===== src/rtl/alu_op_sequencer.sv =====
// alu_op_sequencer: registered ALU-operation select stage with an LDM/STM
// block-transfer sequencer. A normal cycle registers the operation picked by
// alu_op_mux; a block sequence emits one ADD/SUB address step per set bit of
// the register list, lowest register first, followed by a one-cycle done pulse.
// A stall freezes every register, outputs included.

module alu_op_sequencer #(
    parameter int              OP_W   = 4,
    parameter int              LIST_W = 16,
    parameter int              IDX_W  = 4,
    parameter logic [OP_W-1:0] OP_ADD = OP_W'(4),
    parameter logic [OP_W-1:0] OP_SUB = OP_W'(2),
    parameter logic [OP_W-1:0] OP_MOV = OP_W'(13)
) (
    input  logic              clk,
    input  logic              rst_n,
    input  logic [1:0]        alu_op_mux,
    input  logic [OP_W-1:0]   ir_op,
    input  logic [OP_W-1:0]   cs_op,
    input  logic              u,
    input  logic              op_valid,
    input  logic              stall,
    input  logic              blk_start,
    input  logic [LIST_W-1:0] blk_list,
    input  logic              blk_u,
    output logic [OP_W-1:0]   alu_operation,
    output logic              alu_op_valid,
    output logic              blk_busy,
    output logic [IDX_W-1:0]  blk_reg_idx,
    output logic              blk_last,
    output logic              blk_done,
    output logic [IDX_W:0]    blk_count
);

    typedef enum logic [1:0] {
        ST_IDLE,
        ST_RUN,
        ST_DONE
    } state_t;

    state_t            state_q,     state_d;
    logic [LIST_W-1:0] remaining_q, remaining_d;
    logic              dir_q,       dir_d;
    logic [OP_W-1:0]   op_q,        op_d;
    logic              valid_q,     valid_d;
    logic              busy_q,      busy_d;
    logic [IDX_W-1:0]  idx_q,       idx_d;
    logic              last_q,      last_d;
    logic              done_q,      done_d;
    logic [IDX_W:0]    count_q,     count_d;

    logic [OP_W-1:0]   norm_op;
    logic [IDX_W-1:0]  low_idx;
    logic [IDX_W:0]    list_pop;
    logic [LIST_W-1:0] rem_minus_one;
    logic              one_left;

    // Normal-path operation select.
    always_comb begin
        unique case (alu_op_mux)
            2'b00:   norm_op = ir_op;
            2'b01:   norm_op = cs_op;
            2'b10:   norm_op = u ? OP_ADD : OP_SUB;
            default: norm_op = OP_MOV;
        endcase
    end

    // Index of the lowest register still pending (scan high to low so the lowest wins).
    always_comb begin
        low_idx = '0;
        for (int i = LIST_W - 1; i >= 0; i--) begin
            if (remaining_q[i]) low_idx = IDX_W'(i);
        end
    end

    // Number of registers in the incoming list, reported for base adjustment.
    always_comb begin
        list_pop = '0;
        for (int i = 0; i < LIST_W; i++) begin
            list_pop = list_pop + (IDX_W + 1)'(blk_list[i]);
        end
    end

    // x & (x-1) clears the lowest set bit; a zero result means one bit was left.
    always_comb begin
        rem_minus_one = remaining_q - LIST_W'(1);
        one_left      = (remaining_q & rem_minus_one) == '0;
    end

    // Next-state and next-output computation; a stall leaves every register as is.
    always_comb begin
        // NOTE: every signal gets its hold value first so no path through the
        // case statement leaves it unassigned, which would infer a latch.
        state_d     = state_q;
        remaining_d = remaining_q;
        dir_d       = dir_q;
        op_d        = op_q;
        valid_d     = valid_q;
        busy_d      = busy_q;
        idx_d       = idx_q;
        last_d      = last_q;
        done_d      = done_q;
        count_d     = count_q;

        if (!stall) begin
            unique case (state_q)
                ST_IDLE: begin
                    op_d    = norm_op;
                    valid_d = op_valid;
                    busy_d  = 1'b0;
                    idx_d   = '0;
                    last_d  = 1'b0;
                    done_d  = 1'b0;
                    if (blk_start) begin
                        remaining_d = blk_list;
                        dir_d       = blk_u;
                        count_d     = list_pop;
                        state_d     = (blk_list != '0) ? ST_RUN : ST_DONE;
                    end
                end
                ST_RUN: begin
                    op_d        = dir_q ? OP_ADD : OP_SUB;
                    valid_d     = 1'b1;
                    busy_d      = 1'b1;
                    idx_d       = low_idx;
                    last_d      = one_left;
                    done_d      = 1'b0;
                    remaining_d = remaining_q & rem_minus_one;
                    if (one_left) state_d = ST_DONE;
                end
                ST_DONE: begin
                    valid_d = 1'b0;
                    busy_d  = 1'b0;
                    idx_d   = '0;
                    last_d  = 1'b0;
                    done_d  = 1'b1;
                    state_d = ST_IDLE;
                end
                default: state_d = ST_IDLE;
            endcase
        end
    end

    // State and output registers with asynchronous clear.
    always_ff @(posedge clk or negedge rst_n) begin
        if (!rst_n) begin
            state_q     <= ST_IDLE;
            remaining_q <= '0;
            dir_q       <= 1'b0;
            op_q        <= '0;
            valid_q     <= 1'b0;
            busy_q      <= 1'b0;
            idx_q       <= '0;
            last_q      <= 1'b0;
            done_q      <= 1'b0;
            count_q     <= '0;
        end else begin
            // NOTE: non-blocking assignments so every flop samples the values
            // from before this edge, independent of statement order.
            state_q     <= state_d;
            remaining_q <= remaining_d;
            dir_q       <= dir_d;
            op_q        <= op_d;
            valid_q     <= valid_d;
            busy_q      <= busy_d;
            idx_q       <= idx_d;
            last_q      <= last_d;
            done_q      <= done_d;
            count_q     <= count_d;
        end
    end

    assign alu_operation = op_q;
    assign alu_op_valid  = valid_q;
    assign blk_busy      = busy_q;
    assign blk_reg_idx   = idx_q;
    assign blk_last      = last_q;
    assign blk_done      = done_q;
    assign blk_count     = count_q;

endmodule

===== config.mk =====
export PLATFORM = sky130hd
export DESIGN_NAME = alu_op_sequencer
export DESIGN_NICKNAME = d
export VERILOG_FILES = /design/src/rtl/alu_op_sequencer.sv
export SDC_FILE = /design/constraint.sdc
export NUM_CORES = 1
export LEC_CHECK = 0
export BUFFER_PORTS_ARGS = -buffer_cell sky130_fd_sc_hd__buf_2
export CORE_AREA = 2 2 82 64
export DETAILED_ROUTE_END_ITERATION = 6
export DIE_AREA = 0 0 84 66
export GPL_TIMING_DRIVEN = 0
export MAX_ROUTING_LAYER = met4
export PLACE_DENSITY = 0.78
export RECOVER_POWER = 100
export REMOVE_ABC_BUFFERS = 1
export SLEW_MARGIN = 25
export SYNTH_ARGS = -nofsm -noshare
export SYNTH_HDL_FRONTEND = slang
export SYNTH_SLANG_ARGS = --single-unit

===== constraint.sdc =====
create_clock -name clk -period 2.5 [get_ports clk]
set_input_delay 0.75 -clock clk [delete_from_list [all_inputs] [get_ports clk]]
set_output_delay 0.75 -clock clk [all_outputs]
set_load 0.005 [all_outputs]

; Word level (Yosys, flattened, before mapping)
; Index checks and enable logic that the tools add are counted.
[op_classes]
addsub = 16
shifts = 0
n_mux = 31
mul = 0
div_mod_pow = 0
eq_ne = 6
n_bitwise = 2
n_reduce_logical = 17
n_lt_le_gt_ge = 0
[op_table]
columns = cell, n
row1 = $mux W4, 16
row2 = $add A5 B1 Y5, 11
row3 = $pmux W16 S2, 1
row4 = $and A16 B16 Y16, 1
row5 = $logic_not A16 Y1, 1
row6 = $mux W16, 1
row7 = $pmux W4 S2, 2
row8 = $reduce_bool A16 Y1, 1
row9 = $sub A16 B1 Y16 const B, 1
row10 = $pmux W4 S3, 1
row11 = $reduce_and A3 Y1, 3
row12 = $reduce_and A2 Y1, 4
row13 = $mux W2, 3
row14 = $mux W3, 2
row15 = $pmux W1 S2, 3
row16 = $reduce_bool A2 Y1, 3
row17 = $add A4 B1 Y5, 1
row18 = $add A3 B1 Y4, 1
row19 = $eq A2 B1 Y1 const B, 2
row20 = $eq A2 B2 Y1 const B, 2
row21 = $logic_not A2 Y1, 2
row22 = $ne A2 B2 Y1 const B, 2
row23 = $pmux W2 S2, 1
row24 = $reduce_or A2 Y1, 2
row25 = other kinds (5), 5
[word_totals]
romBits = 0
elab_cells = 82
n_memories = 0
latch_bits = 0
in_bits = 33
register_bits = 36
mem_bits_rw = 0

; Logic depth before layout (Yosys ltp)
[depth]
ltp_word = 17
ltp_mapped = 13

; Worst setup path after synthesis
; OpenSTA, ideal clock, no wires.
[synth_timing]
path_kind = input to register
from = input blk_list[0]
to = register count_q[3] (netlist: blk_count[3])
required_time_ns = 2.364
setup_slack_ns = -1.251
cell_stages = 11
path_buffers = 0
setup_time_ns = 0.136
arrival_ns = 3.615
path_cell_list = inv_1 fa_1 fa_1 fa_1 fa_1 inv_1 ha_1 a21o_1 a21oi_1 xor2_1 o21ai_0
[synth_between]
elab_chain_len = 15
[synth_lines]
columns = element, line
row1 = start: declaration, 24  ; input logic [LIST_W-1:0] blk_list,
row2 = $add A1 B1 Y2, 80  ; list_pop = list_pop + (IDX_W + 1)'(blk_list[i]);
row3 = $add A2 B1 Y3, 80
row4 = $add A3 B1 Y4, 80
row5 = $add A4 B1 Y5, 80
row6 = $add A5 B1 Y5 (11 in series), 80
row7 = end signal: assignment, 169  ; count_q <= count_d;
row8 = end: declaration, 50  ; logic [IDX_W:0] count_q, count_d;
; Every way passes these cells.
; A chain may end at the register's enable or synchronous reset.

; Worst setup path in the final report
[layout_timing]
from = input blk_list[9]
to = register count_q[4] (netlist: blk_count[4])
[layout_between]
elab_chain_len = 7
[layout_lines]
columns = element, line
row1 = $add A5 B1 Y5 (7 in series), 80
; Every way passes these cells.

==> impl_metrics.env <==
export IMPL_row_count=22
export IMPL_syn_inst=281
export IMPL_dieHeight_um=66
export IMPL_cts_tree="yes"
export IMPL_grt_util_met1=0.356
export IMPL_wl_per_cell_um=16.1
export IMPL_p_clk_frac=0.126
export IMPL_die_area_sq_um=5540
export IMPL_die_x_um=84
export IMPL_synthFlopType="dfrtp_1"
export IMPL_firstDrtPassIters=4
export IMPL_worst_ir_drop_vdd_uv=600
export IMPL_comb_power_share=0.522
export IMPL_status="finished, violations left"
export IMPL_vias_per_cell=5.79
export IMPL_initial_core_util=0.533
export IMPL_use_met2=0.379
export IMPL_place_gp_congestion=0.930
export IMPL_ios=50
export IMPL_setup_viol=5
export IMPL_violations="setup timing"
export IMPL_ys_ff_latch=36
export IMPL_grt_busiest_layer="met2"
export IMPL_setup_ws_ns=-1.09
export IMPL_pre_cts_ws_ns=-1.55
export IMPL_routed_wl_um=6230
export IMPL_grt_pass1_wl_um=10600
export IMPL_worstPathMaxFanout=2
export IMPL_fill_cells=419
export IMPL_final_cell_mix="dfrtp_1, buf_2, nand2_1, inv_1, o21ai_0"
export IMPL_syn2layout_area_growth_pct=16.8
export IMPL_start_kind="input port"
export IMPL_seq_power_share=0.352
export IMPL_crit_path_end_kind="register"
export IMPL_yosysTopAreaCellShare=0.355
export IMPL_hold_buffers=0
export IMPL_yosysSeqAreaShare=0.355
export IMPL_slew_headroom=0.397
export IMPL_grt_overflow=0
export IMPL_core_area_sq_um=4760
export IMPL_num_vias=2239
export IMPL_yosysWarningCount=0
export IMPL_layout_drive_gt1_share=0.257
export IMPL_cts_clk_slew_worst_paths_ns=0.07
export IMPL_grt_pass1_vias=2171
export IMPL_power_density_nw_per_um2=1150
export IMPL_maxSlewViolCount=0
export IMPL_dp_final_hpwl_um=4530
export IMPL_grt_max_degree=37
export IMPL_worst_pin_slew_ns=0.905
export IMPL_antenna_found_initial=0
export IMPL_arrival_ns=3.81
export IMPL_hold_violations=0
export IMPL_power_mw=3.42
export IMPL_grt_use_total=0.250
export IMPL_swShare=0.450
export IMPL_synth_area_leaders="dfrtp_1, fa_1, o21ai_0, inv_1, ha_1"
export IMPL_max_freq_mhz=278
export IMPL_numCtsBuffers=5
export IMPL_synth_edff_count=0
export IMPL_max_cap_violations=0
export IMPL_clock_root_buffer="clkbuf_8"
export IMPL_rsz0062_at_grt="true"
export IMPL_finalCritPeriodShare=1.44
export IMPL_route_detailed_drc=0
export IMPL_power_switching_mw=1.54
export IMPL_min_period_ns=3.59
export IMPL_ant_nets=0
export IMPL_synth_avg_cell_area_sq_um=9.03
export IMPL_leakagePower_nw=1.40
export IMPL_synth_largest_area_cell="dfrtp_1"
export IMPL_path_class="in2reg"
export IMPL_internal_power_mw=1.88
export IMPL_hold_class="reg2reg"
export IMPL_fin_worst_skew_ns=0.00805
export IMPL_cts_sinks=36
export IMPL_netlist_area_sq_um=2540
export IMPL_drt_iter0_drc=245
export IMPL_ys_types=48
export IMPL_worstPathRequired_ns=2.72
export IMPL_htree_levels=2
export IMPL_portBuffers=49
export IMPL_nets=379
export IMPL_synth_async_reset_ratio=1.00
export IMPL_use_met3=0.0437
export IMPL_clkLatencyLatePin_ns=0.29
export IMPL_cts_path_max_buffers=2
export IMPL_num_antenna_cells=0
## registers in the layout (all words and copies together) (netlist names)
| name | cells |
|---|---|
| alu_op_valid | 1 |
| blk_count | 5 |
| dir_q | 1 |
| blk_last | 1 |
| remaining_q | 16 |
| blk_busy | 1 |
| alu_operation | 4 |
| blk_reg_idx | 4 |
| blk_done | 1 |
| state_q | 2 |
## synth_stat cells (2+ instances only)
cell type  count
dfrtp_1       36
inv_1         35
nand2_1       31
o21ai_0       27
a21oi_1       17
a22o_1        13
nor2_1        13
clkbuf_1      12
fa_1          10
ha_1          10
nor4_1         8
nor3_1         7
a21o_1         6
mux2_2         4
a32o_1         3
mux2i_1        3
nand2b_1       3
o211ai_1       3
a211oi_1       2
buf_6          2
maj3_1         2
nand4_1        2
nor4_4         2
o21ai_1        2
o21bai_1       2
o31ai_1        2
or2_2          2
xor2_1         2
## power by group through the flow
stage / clock network [mW] / registers [mW] / logic (mW)
4_1_cts: 0.438 / 1.19 / 1.75
2_1_floorplan: 0 / 1.13 / 1.21
5_1_grt: 0.465 / 1.25 / 2.01
3_5_place_dp: 0 / 1.20 / 1.65
6_report: 0.430 / 1.20 / 1.79
3_3_place_gp: 0 / 1.18 / 1.60
## per-stage QoR
| stage | instances | util | instance area, sq um | hold WS [ns] | setup TNS, ns |
|---|---|---|---|---|---|
| 2_1_floorplan | 266 | - | 2460 | 0.454 | -5.72 |
| 3_3_place_gp | 375 | 0.584 | 2780 | 0.455 | -7.72 |
| 3_5_place_dp | 375 | 0.584 | 2780 | 0.470 | -8.79 |
| 4_1_cts | 385 | 0.619 | 2950 | 0.490 | -4.86 |
| 5_1_grt | 387 | 0.622 | 2960 | 0.516 | -7.60 |
| 6_report | 387 | 0.622 | 2960 | 0.485 | -4.98 |
## layout make-up
cell class | count | area, sq um | area share
multi-input cells | 195 | 1460 | 0.493
flip-flops and latches | 36 | 901 | 0.304
repair buffers | 53 | 298 | 0.101
inverters | 35 | 134 | 0.0452
clock buffers | 6 | 82.6 | 0.0279
well taps | 60 | 75.1 | 0.0253
clock inverters | 2 | 10.0 | 0.00338
## logic make-up (layout without fill, tap and decap cells)
kind of cell / after synthesis / after routing / synth area share
flops: 36 / 36 / 0.355
mux: 7 / 7 / 0.0296
buf+inv: 50 / 96 / 0.0814
fa+ha+maj: 22 / 22 / 0.136
simple gates: 77 / 77 / 0.162
xor+xnor: 2 / 2 / 0.00691
compound gates: 87 / 87 / 0.229
## repair_timing
item                                    4_1_cts  5_1_grt
buffers inserted                              2        2
pin swaps                                    11        4
gates resized for setup                      30        5
endpoints found under the setup margin       20       22
## path summary, 6_finish.rpt
path / startpoint / end / slack (ns) / cells past startpoint
max: blk_list[9] / blk_count[4] / -1.09 / 13
min: blk_reg_idx[1] / blk_reg_idx[1] / 0.48 / 2
max reg2reg: state_q[1] / remaining_q[8] / 0.02 / 6
min reg2reg: blk_reg_idx[1] / blk_reg_idx[1] / 0.48 / 2
max in group asynchronous: rst_n / blk_reg_idx[1] / 1.35 / 1
min in group asynchronous: rst_n / alu_op_valid / 0.57 / 1
## critical path: stages
cell and delay [ns]:
buf_8 0.09, inv_4 0.03, fa_1 0.51, fa_1 0.53, fa_2 0.56, fa_1 0.42
inv_2 0.08, ha_4 0.13, inv_2 0.04, fa_2 0.35, nor2b_1 0.12, o21ai_1 0.07
o21ai_1 0.13
## routing by layer
metal | wire length (um) | up-vias
li1 | - | 1070
met1 | 2870 | 1091
met2 | 2890 | 74
met3 | 439 | 4
met4 | 29 | 0
met5 | 0 | -
Power figures use the tool's default switching activity.
